`config.mk`:
```
export PLATFORM = sky130hd
export DESIGN_NAME = weight_loader_flat
export DESIGN_NICKNAME = d
export VERILOG_FILES = /design/src/rtl/weight_loader_pkg.sv /design/src/rtl/weight_loader_if.sv /design/src/rtl/weight_loader_row_packer.sv /design/src/rtl/weight_loader.sv /design/src/flat_wrapper.sv
export SDC_FILE = /design/constraint.sdc
export NUM_CORES = 1
export LEC_CHECK = 0
export BUFFER_PORTS_ARGS = -buffer_cell sky130_fd_sc_hd__buf_2
export CORE_AREA = 2 2 387 389
export DETAILED_ROUTE_END_ITERATION = 7
export DIE_AREA = 0 0 389 391
export SETUP_SLACK_MARGIN = 0.05
export SYNTH_ARGS = -nofsm -noshare
export SYNTH_HDL_FRONTEND = slang
export SYNTH_SLANG_ARGS = --single-unit
```
`constraint.sdc`:
```
create_clock -name clk -period 4.9 [get_ports clk]
set_input_delay 0.98 -clock clk [delete_from_list [all_inputs] [get_ports clk]]
set_output_delay 0.98 -clock clk [all_outputs]
set_load 0.05 [all_outputs]
```
`src/rtl/weight_loader_pkg.sv`:
```
// Shared definitions for the weight loader: FSM state encoding, default slice depth
// and the lane-counter width helper.
package weight_loader_pkg;

  typedef enum logic [1:0] {
    IDLE  = 2'd0,
    FILL  = 2'd1,
    WRITE = 2'd2,
    DONE  = 2'd3
  } state_t;

  localparam int DEPTH_DEFAULT = 225;

  // A one-lane row still needs a 1-bit counter so the port never collapses to zero width.
  function automatic int lane_w(input int n);
    return (n > 1) ? $clog2(n) : 1;
  endfunction

endpackage

```
`src/rtl/weight_loader_if.sv`:
```
// Valid/ready weight-word stream between the host/DMA side (master) and the loader (slave).
interface weight_loader_if #(
  parameter int Ndata = 24
);
  logic [Ndata-1:0] in_data;
  logic             in_valid;
  logic             in_ready;

  modport master (output in_data, output in_valid, input  in_ready);
  modport slave  (input  in_data, input  in_valid, output in_ready);
endinterface

```
`src/rtl/weight_loader_row_packer.sv`:
```
// N-lane register file that collects one weight word per lane and presents the flat row bus.
module row_packer
  import weight_loader_pkg::*;
#(
  parameter int N     = 40,
  parameter int Ndata = 24,
  parameter int LW    = lane_w(N)
) (
  input  logic                 clk,
  input  logic                 rst,
  input  logic                 we,
  input  logic [LW-1:0]        idx,
  input  logic [Ndata-1:0]     din,
  output logic [Ndata*N-1:0]   wdata
);

  logic [Ndata-1:0] lanes [N];

  always_ff @(posedge clk or negedge rst) begin
    if (!rst) begin
      for (int k = 0; k < N; k++) lanes[k] <= '0;
    end else if (we) begin
      for (int k = 0; k < N; k++) begin
        if (idx == LW'(k)) lanes[k] <= din;
      end
    end
  end

  for (genvar k = 0; k < N; k++) begin : g_pack
    assign wdata[Ndata*k +: Ndata] = lanes[k];
  end

endmodule

```
`src/rtl/weight_loader.sv`:
```
// Write-side sequencer: packs N streamed words per row and writes DEPTH rows of one slice.
// Optional running checksum output enabled by defining WLOAD_CKSUM_EN.
module weight_loader
  import weight_loader_pkg::*;
#(
  parameter int N     = 40,
  parameter int Ndata = 24,
  parameter int Naddr = 9,
  parameter int DEPTH = DEPTH_DEFAULT
) (
  input  logic                 clk,
  input  logic                 rst,
  input  logic                 start,
  input  logic [1:0]           slc,
  weight_loader_if.slave       stream,
  output logic [Ndata*N-1:0]   wdata,
  output logic [Naddr-2:0]     wraddr,
  output logic [1:0]           wrslc,
  output logic                 wren,
  output logic                 busy,
  output logic                 done
`ifdef WLOAD_CKSUM_EN
  ,
  output logic [Ndata-1:0]     cksum
`endif
);

  localparam int LW = lane_w(N);
  localparam int RW = Naddr - 1;

  state_t          state;
  state_t          state_nxt;
  logic [LW-1:0]   lane_cnt;
  logic [RW-1:0]   row_cnt;
  logic            hs;
  logic            lane_last;
  logic            row_last;

  assign hs        = stream.in_valid & stream.in_ready;
  assign lane_last = (lane_cnt == LW'(N - 1));
  assign row_last  = (row_cnt == RW'(DEPTH - 1));
  assign wraddr    = row_cnt;

  always_ff @(posedge clk or negedge rst) begin
    if (!rst) state <= IDLE;
    else      state <= state_nxt;
  end

  always_comb begin
    state_nxt = state;
    unique case (state)
      IDLE:    if (start) state_nxt = FILL;
      FILL:    if (hs && lane_last) state_nxt = WRITE;
      WRITE:   state_nxt = row_last ? DONE : FILL;
      DONE:    state_nxt = IDLE;
      default: state_nxt = IDLE;
    endcase
  end

  always_comb begin
    stream.in_ready = 1'b0;
    wren            = 1'b0;
    busy            = 1'b1;
    done            = 1'b0;
    unique case (state)
      IDLE:    busy = 1'b0;
      FILL:    stream.in_ready = 1'b1;
      WRITE:   wren = 1'b1;
      DONE:    done = 1'b1;
      default: busy = 1'b0;
    endcase
  end

  // Slice is only captured from IDLE, so a start pulse mid-load cannot retarget the write.
  always_ff @(posedge clk or negedge rst) begin
    if (!rst) begin
      lane_cnt <= '0;
      row_cnt  <= '0;
      wrslc    <= '0;
    end else begin
      case (state)
        IDLE: begin
          if (start) begin
            wrslc    <= slc;
            lane_cnt <= '0;
            row_cnt  <= '0;
          end
        end
        FILL: begin
          if (hs) lane_cnt <= lane_last ? '0 : lane_cnt + LW'(1);
        end
        WRITE: begin
          if (!row_last) row_cnt <= row_cnt + RW'(1);
        end
        default: ;
      endcase
    end
  end

  row_packer #(
    .N     (N),
    .Ndata (Ndata),
    .LW    (LW)
  ) u_row_packer (
    .clk   (clk),
    .rst   (rst),
    .we    (hs),
    .idx   (lane_cnt),
    .din   (stream.in_data),
    .wdata (wdata)
  );

`ifdef WLOAD_CKSUM_EN
  always_ff @(posedge clk or negedge rst) begin
    if (!rst)                       cksum <= '0;
    else if (state == IDLE && start) cksum <= '0;
    else if (hs)                    cksum <= cksum + stream.in_data;
  end
`endif

endmodule

```
`src/flat_wrapper.sv`:
```
// flat-port wrapper written by rule: the top's interface ports become plain ports
module weight_loader_flat import weight_loader_pkg::*;
#(
  parameter int N     = 40,
  parameter int Ndata = 24,
  parameter int Naddr = 9,
  parameter int DEPTH = DEPTH_DEFAULT
)
  (clk, rst, start, slc, wdata, wraddr, wrslc, wren, busy, done, stream_in_data, stream_in_valid, stream_in_ready);
  weight_loader_if #(.Ndata(Ndata)) stream_i ();
  input  logic clk;
  input  logic rst;
  input  logic start;
  input  logic [1:0] slc;
  output logic [Ndata*N-1:0] wdata;
  output logic [Naddr-2:0] wraddr;
  output logic [1:0] wrslc;
  output logic wren;
  output logic busy;
  output logic done;
  input wire logic [$bits(stream_i.in_data)-1:0] stream_in_data;
  input wire logic [$bits(stream_i.in_valid)-1:0] stream_in_valid;
  output wire logic [$bits(stream_i.in_ready)-1:0] stream_in_ready;
  assign stream_i.in_data = stream_in_data;
  assign stream_i.in_valid = stream_in_valid;
  assign stream_in_ready = stream_i.in_ready;
  weight_loader #(.N(N), .Ndata(Ndata), .Naddr(Naddr), .DEPTH(DEPTH)) u_core (.clk(clk), .rst(rst), .start(start), .slc(slc), .stream(stream_i), .wdata(wdata), .wraddr(wraddr), .wrslc(wrslc), .wren(wren), .busy(busy), .done(done));
endmodule
```
==> metrics.csv, run 1 <==
stage,metric,value,unit
synthesis,ys.warnings.count,0,
setup_path,crit_path_top_delay_cell,nor2_4,
timing,finalClockSkew,0.04351,ns
clock_tree,clock_latency,0.74,ns
setup_path,crit_type,reg2reg,
floorplanning,start_util,25.24,%
routing,wirelength,136000,µm
synthesis,synth_seq_cells,978,
setup_path,crit_fanout,16,
setup_path,crit_path_start_kind,register,
layout,fin_area,47890,µm²
placed_design,place_hpwl,91550,µm
layout,drive_above_1_share,59.84,%
floorplanning,core,148500,µm²
synthesis,postSynthCellCount,2281,
synthesis,synth_async_sr_flop_share,100.0,%
placed_design,placed_area,44520,µm²
placed_design,routabilityCongestion,0.7757,
layout,multi_input_area,12010,µm²
setup_path,critPathMaxStageDelay,0.83,ns
timing,max_slew_margin,20.81,%
clock_tree,cts_max_path_buffers,3,
layout,fill_cells,14793,
synthesis,synth_nets,2317,
routing,viasPerCell,4.444,
setup_path,end_kind,register,
setup_path,rrSetupSlack,1.74,ns
timing,hold_viol,0,
setup_path,critPathRequiredTime,5.49,ns
clock_tree,cts.hold.buffers_added,0,
floorplanning,ios,1004,
timing,period_share,64.44,%
timing,layout_min_cycle_time,3.158,ns
layout,nets,3291,
clock_tree,cts-root-buf,clkbuf_16,
synthesis,synth_edf_count,0,
grt,grt_usage,17.43,%
clock_tree,cts.clk_slew.worst_paths,0.06,ns
grt,grt_pass1_vias,24142,
flow_run,cap_violations,0,
routing,drt_iter0_drc,1082,
routing,first_pass_iters,5,
floorplanning,die_w,389,µm
timing,tightest_slew,1.188,ns
synthesis,seq_area_frac_synth,65.27,%
synthesis,yosysUniqueCellTypes,43,
setup_path,cp.depth,5,
hold_path,hold_path_class,in2async,
setup_path,worstReg2RegEnd,u_core.u_row_packer.wdata[818],
routing,ant_nets,0,
grt,overflow,0,
setup_path,crit_buf_inv,1,
grt,grt_max_degree,126,
synthesis,netlist_top_cells_area,"dfrtp_1 65%, mux2_2 22%, mux2_1 6.6%",
synthesis,synth_ff_type,dfrtp_1,
clock_tree,ctsResizeCount,0,
synthesis,yosysMostFrequentCell,dfrtp_1,
grt,grt_pass1_wl,188900,µm
setup_path,worstPathCellList,"nor2b_1, nand3_2, nor2_4, buf_4, mux2_2",
timing,finalSetupTns,0,ns
setup_path,r2r.worst_path.cells,5,
timing,drv_slew,0,
clock_tree,cts.sinks,978,
synthesis,syn-cell-area,37490,µm²
clock_tree,post-cts-setup-buffers,0,
placed_design,io_buffers,1003,
floorplanning,dieArea,152100,µm²
grt,antenna_found_initial,22,
layout,final-seq-area,24470,µm²
routing,drc,0,
clock_tree,htree_levels,3,
timing,rsz0062_at_grt,false,
run_status,outcome,completed,
synthesis,post-synth-top-area-cell,dfrtp_1,
timing,setup_viol,0,
setup_path,worstPathArrival,3.75,ns
timing,fmax,316.7,MHz
clock_tree,cts_tree,done,
layout,area_delta_synth_final,27.73,%
setup_path,cp_top_family,simple AND/OR/NAND/NOR gates,
setup_path,timing.rr.start,u_core.state[0],
routing,vias,23534,
clock_tree,cts_made_buffers,104,
floorplanning,chipHeight,391,µm
routing,wl_per_cell,25.67,µm
synthesis,syn_area_per_cell,16.44,µm²
floorplanning,fp-row-count,142,
synthesis,synth_top_area_share,65.27,%
synthesis,netlist_top_cells_count,"978 x dfrtp_1, 741 x mux2_2, 221 x mux2_1, 98 x clkbuf_1, 40 x buf_2",
-- state kept, by name, indices dropped and copies added, names as in the netlist --
| register | cells |
|---|---|
| u_core.lane_cnt | 6 |
| u_core.u_row_packer.wdata | 960 |
| u_core.state | 2 |
| u_core.wraddr | 8 |
| u_core.wrslc | 2 |
-- worst max-delay path by stage --
stage                                  start                             end  slack [ns]
after detailed placement     stream_in_valid  u_core.u_row_packer.wdata[341]        1.31
after global routing         u_core.state[0]  u_core.u_row_packer.wdata[829]        1.56
after CTS                 u_core.lane_cnt[1]  u_core.u_row_packer.wdata[902]        1.60
after global placement       stream_in_valid  u_core.u_row_packer.wdata[349]        1.35
final                        u_core.state[0]  u_core.u_row_packer.wdata[818]        1.74
after floorplan              stream_in_valid  u_core.u_row_packer.wdata[171]        2.44
-- metal layers --
layer / up-vias / wire length [µm] / GRT usage, %
met5: - / 25 / 0
met4: 4 / 3452 / 5.039
met3: 183 / 10780 / 5.212
met2: 876 / 65470 / 28.89
met1: 12521 / 56240 / 21.92
li1: 9950 / - / -
-- layout by cell type (no fill, tap or decap), types with 2 or more instances in the layout --
| master | netlist | layout |
|---|---|---|
| buf_2 | 40 | 1002 |
| dfrtp_1 | 978 | 978 |
| mux2_2 | 741 | 741 |
| mux2_1 | 221 | 221 |
| clkbuf_16 | 0 | 104 |
| buf_4 | 31 | 48 |
| clkbuf_1 | 98 | 33 |
| nand2_1 | 28 | 28 |
| diode_2 | 0 | 23 |
| clkbuf_8 | 0 | 17 |
| nor2_4 | 1 | 14 |
| o21ai_0 | 12 | 12 |
| nor2_8 | 10 | 10 |
| nand3_4 | 10 | 10 |
| buf_12 | 1 | 9 |
| inv_1 | 8 | 8 |
| nand3_1 | 11 | 8 |
| nor2_1 | 8 | 8 |
| clkinv_2 | 0 | 7 |
| nor3_1 | 6 | 6 |
| ha_1 | 6 | 6 |
| xnor2_1 | 5 | 5 |
| nor2b_1 | 4 | 4 |
| nand3_2 | 1 | 4 |
| clkinv_16 | 0 | 4 |
| inv_6 | 0 | 4 |
| clkinvlp_4 | 0 | 4 |
| a21oi_1 | 3 | 3 |
| bufinv_16 | 0 | 3 |
| or2_2 | 2 | 2 |
| and2_1 | 2 | 2 |
| a21o_1 | 2 | 2 |
| a31o_2 | 2 | 2 |
| clkinv_4 | 0 | 2 |
-- kinds of logic (layout without fill, tap and decap cells) --
logic type,Yosys count,after routing,synth area share (%)
compound gates,22,22,0.3537
mux,963,963,28.92
flops,978,978,65.27
simple gates,106,106,2.189
other cells,0,23,0
xor+xnor,6,6,0.1402
fa+ha+maj,6,6,0.2002
buf+inv,200,1248,2.923
-- final cells by class --
class / instances / share of cell area, %
Antenna cell: 23 / 0.1202
Clock buffer: 154 / 6.182
Clock inverter: 26 / 0.7420
Inverter: 8 / 0.06270
Multi-Input combinational cell: 1103 / 25.08
Sequential cell: 978 / 51.10
Tap cell: 1944 / 5.079
Timing Repair Buffer: 1060 / 11.63
-- metrics by stage --
step           hold WS (ns)  std cells  utilization [%]  setup slack (ns)
2_1_floorplan        0.5141       2281                -             2.438
3_3_place_gp         0.4621       5093            29.97             1.355
3_5_place_dp         0.4691       5093            29.97             1.311
4_1_cts              0.2907       5273            32.20             1.599
5_1_grt              0.3199       5273            32.20             1.562
6_report             0.3317       5296            32.24             1.742
-- worst reg2reg max path: stages, from the launching register on --
cell and delay, ns:
dfrtp_1 0.56, nor2b_1 0.43, nand3_2 0.48, nor2_4 0.84, buf_4 0.38, mux2_2 0.36
Power of run 1 is left out: the tool's default activity adds up to more than one toggle a clock period on the data nets, which glitch-free logic cannot reach.
==> run 2, diff against run 1 <==
--- a/config.mk
+++ b/config.mk
@@ -6,9 +6,9 @@
 export NUM_CORES = 1
 export LEC_CHECK = 0
 export BUFFER_PORTS_ARGS = -buffer_cell sky130_fd_sc_hd__buf_2
-export CORE_AREA = 2 2 387 389
+export CORE_AREA = 2 2 394 396
 export DETAILED_ROUTE_END_ITERATION = 7
-export DIE_AREA = 0 0 389 391
+export DIE_AREA = 0 0 396 398
 export SETUP_SLACK_MARGIN = 0.05
 export SYNTH_ARGS = -nofsm -noshare
 export SYNTH_HDL_FRONTEND = slang
==> constraint.sdc (replaced) <==
create_clock -name clk -period 2.95 [get_ports clk]
set_input_delay 0.59 -clock clk [delete_from_list [all_inputs] [get_ports clk]]
set_output_delay 0.59 -clock clk [all_outputs]
set_load 0.05 [all_outputs]
==> run 2 against run 1 <==
  * Clock skew increased by 0.0016 ns
  * Sequential share of layout area decreased by 1.5 points
  * Final area increased by 3.0%
  * Die area increased by 3.6%
  * Critical endpoint is now stream_in_ready
==> metrics.csv, run 2 (synthesized netlist as in run 1, its figures left out) <==
stage,metric,value,unit,change
layout,area_delta_synth_final,31.61,%,
routing,drc,0,,unchanged
clock_tree,cts.clk_slew.worst_paths,0.06,ns,about the same
floorplanning,dieArea,157600,µm²,+3.6%
flow_run,cap_violations,0,,unchanged
routing,wirelength,139900,µm,+2.9%
setup_path,r2r.worst_path.cells,5,,unchanged
timing,fmax,392.6,MHz,
placed_design,place_hpwl,95730,µm,+4.6%
setup_path,crit_path_top_delay_cell,dfrtp_1,,
floorplanning,die_w,396,µm,+1.8%
clock_tree,cts.hold.buffers_added,1,,+1
routing,met3WireLength,10720,µm,-0.60%
clock_tree,clock_latency,0.73,ns,about the same
setup_path,crit_type,reg2out,,
clock_tree,cts_made_buffers,108,,+3.8%
floorplanning,ios,1004,,unchanged
clock_tree,htree_levels,3,,unchanged
layout,drive_above_1_share,61.13,%,+1.3 points
grt,grt_usage,17.26,%,-0.17 points
routing,drt_iter0_drc,1071,,-1.0%
setup_path,worstPathCellList,"nor2b_1, buf_2",,
hold_path,hold_end,u_core.wrslc[1],,
placed_design,io_buffers,1003,,unchanged
grt,antenna_found_initial,30,,+36%
timing,period_share,86.35,%,
timing,rsz0062_at_grt,false,,
hold_path,hold_path_class,in2reg,,
timing,drv_slew,0,,unchanged
hold_path,whs_path_depth,2,,
floorplanning,chipHeight,398,µm,+1.8%
clock_tree,post-cts-setup-buffers,0,,unchanged
grt,grt_max_degree,87,,-31%
grt,overflow,0,,unchanged
timing,hold_viol,0,,unchanged
routing,ant_nets,0,,unchanged
floorplanning,fp-row-count,144,,+1.4%
clock_tree,cts_tree,done,,
setup_path,timing.rr.start,u_core.state[0],,
setup_path,worstPathArrival,1.96,ns,-1.79 ns
layout,most-common-layout-cells,"1002 x buf_2, 978 x dfrtp_1, 741 x mux2_2",,
timing,post-route-worst-setup-slack,0.4026,ns,-1.340 ns
setup_path,crit_buf_inv,1,,unchanged
timing,max_slew_margin,28.05,%,+7.2 points
layout,largest_reg_flops,960,,unchanged
setup_path,critPathRequiredTime,2.36,ns,-3.13 ns
clock_tree,cts_max_path_buffers,3,,unchanged
clock_tree,ctsResizeCount,0,,unchanged
routing,m1WireLength,58230,µm,+3.5%
grt,grt_pass1_vias,24749,,+2.5%
clock_tree,cts-root-buf,clkbuf_16,,
routing,first_pass_iters,6,,+1
floorplanning,core,153300,µm²,+3.2%
routing,met2_length,66590,µm,+1.7%
placed_design,routabilityCongestion,0.7885,,+1.7%
routing,maxUsedRoutingLayer,met5,,
clock_tree,cts.sinks,978,,unchanged
setup_path,worstReg2RegEnd,u_core.u_row_packer.wdata[798],,
grt,grt_pass1_wl,193300,µm,+2.3%
timing,setup_viol,0,,unchanged
layout,final_common_cell,buf_2,,
setup_path,rrSetupSlack,0.44,ns,-1.30 ns
timing,tightest_slew,1.079,ns,-0.1087 ns
placed_design,dp_slack,0.2955,ns,-1.015 ns
setup_path,crit_path_start_kind,register,,
setup_path,critPathMaxStageDelay,0.49,ns,-0.34 ns
layout,fill_cells,15242,,+3.0%
setup_path,crit_fanout,9,,-7
setup_path,cp_top_family,flip-flops,,
floorplanning,start_util,24.45,%,-0.79 points
hold_path,hold_start,slc[1],,
routing,viasPerCell,4.397,,-1.0%
timing,layout_min_cycle_time,2.547,ns,
routing,wl_per_cell,25.56,µm,-0.45%
layout,nets,3369,,+2.4%
setup_path,end_kind,output port,,
run_status,outcome,completed,,
timing,finalClockSkew,0.04510,ns,+0.001585 ns
timing,finalSetupTns,0,ns,unchanged
routing,vias,24066,,+2.3%
-- run 2: final cells by class --
class	count	area (µm²)	share of cell area, %
Clock inverter	32	386.6	0.7835
Tap cell	2044	2557	5.183
Timing Repair Buffer	1134	6691	13.56
Sequential cell	978	24470	49.60
Clock buffer	156	3154	6.392
Antenna cell	18	45.04	0.09128
Multi-Input combinational cell	1103	12010	24.33
Inverter	8	30.03	0.06086
-- run 2: metrics by stage --
stage / util [%] / cells / cell area, µm² / hold WS (ns)
floorplan: - / 2281 / 37490 / 0.2944
global placement: 29.84 / 5266 / 45750 / 0.4637
detailed placement: 29.84 / 5266 / 45750 / 0.4692
CTS: 32.15 / 5455 / 49300 / 0.04554
global route: 32.15 / 5455 / 49300 / 0.09356
finish: 32.18 / 5473 / 49340 / 0.1477
-- run 2: worst max path at each step --
stage | cells after the start | to | startpoint | slack (ns)
after CTS | 2 | stream_in_ready | u_core.state[0] | 0.32
final | 2 | stream_in_ready | u_core.state[0] | 0.40
after global placement | 7 | u_core.u_row_packer.wdata[47] | stream_in_valid | 0.30
after detailed placement | 7 | u_core.u_row_packer.wdata[40] | stream_in_valid | 0.30
after floorplan | 7 | u_core.u_row_packer.wdata[925] | u_core.state[0] | 0.87
after global routing | 5 | u_core.u_row_packer.wdata[798] | u_core.state[0] | 0.22
-- run 2: layer usage --
metal / vias to the layer above / global-route usage [%]
li1: 10113 / -
met2: 969 / 27.90
met1: 12745 / 21.95
met4: 8 / 6.328
met5: - / 0
met3: 231 / 4.905
Power of run 2 is left out for the same reason.
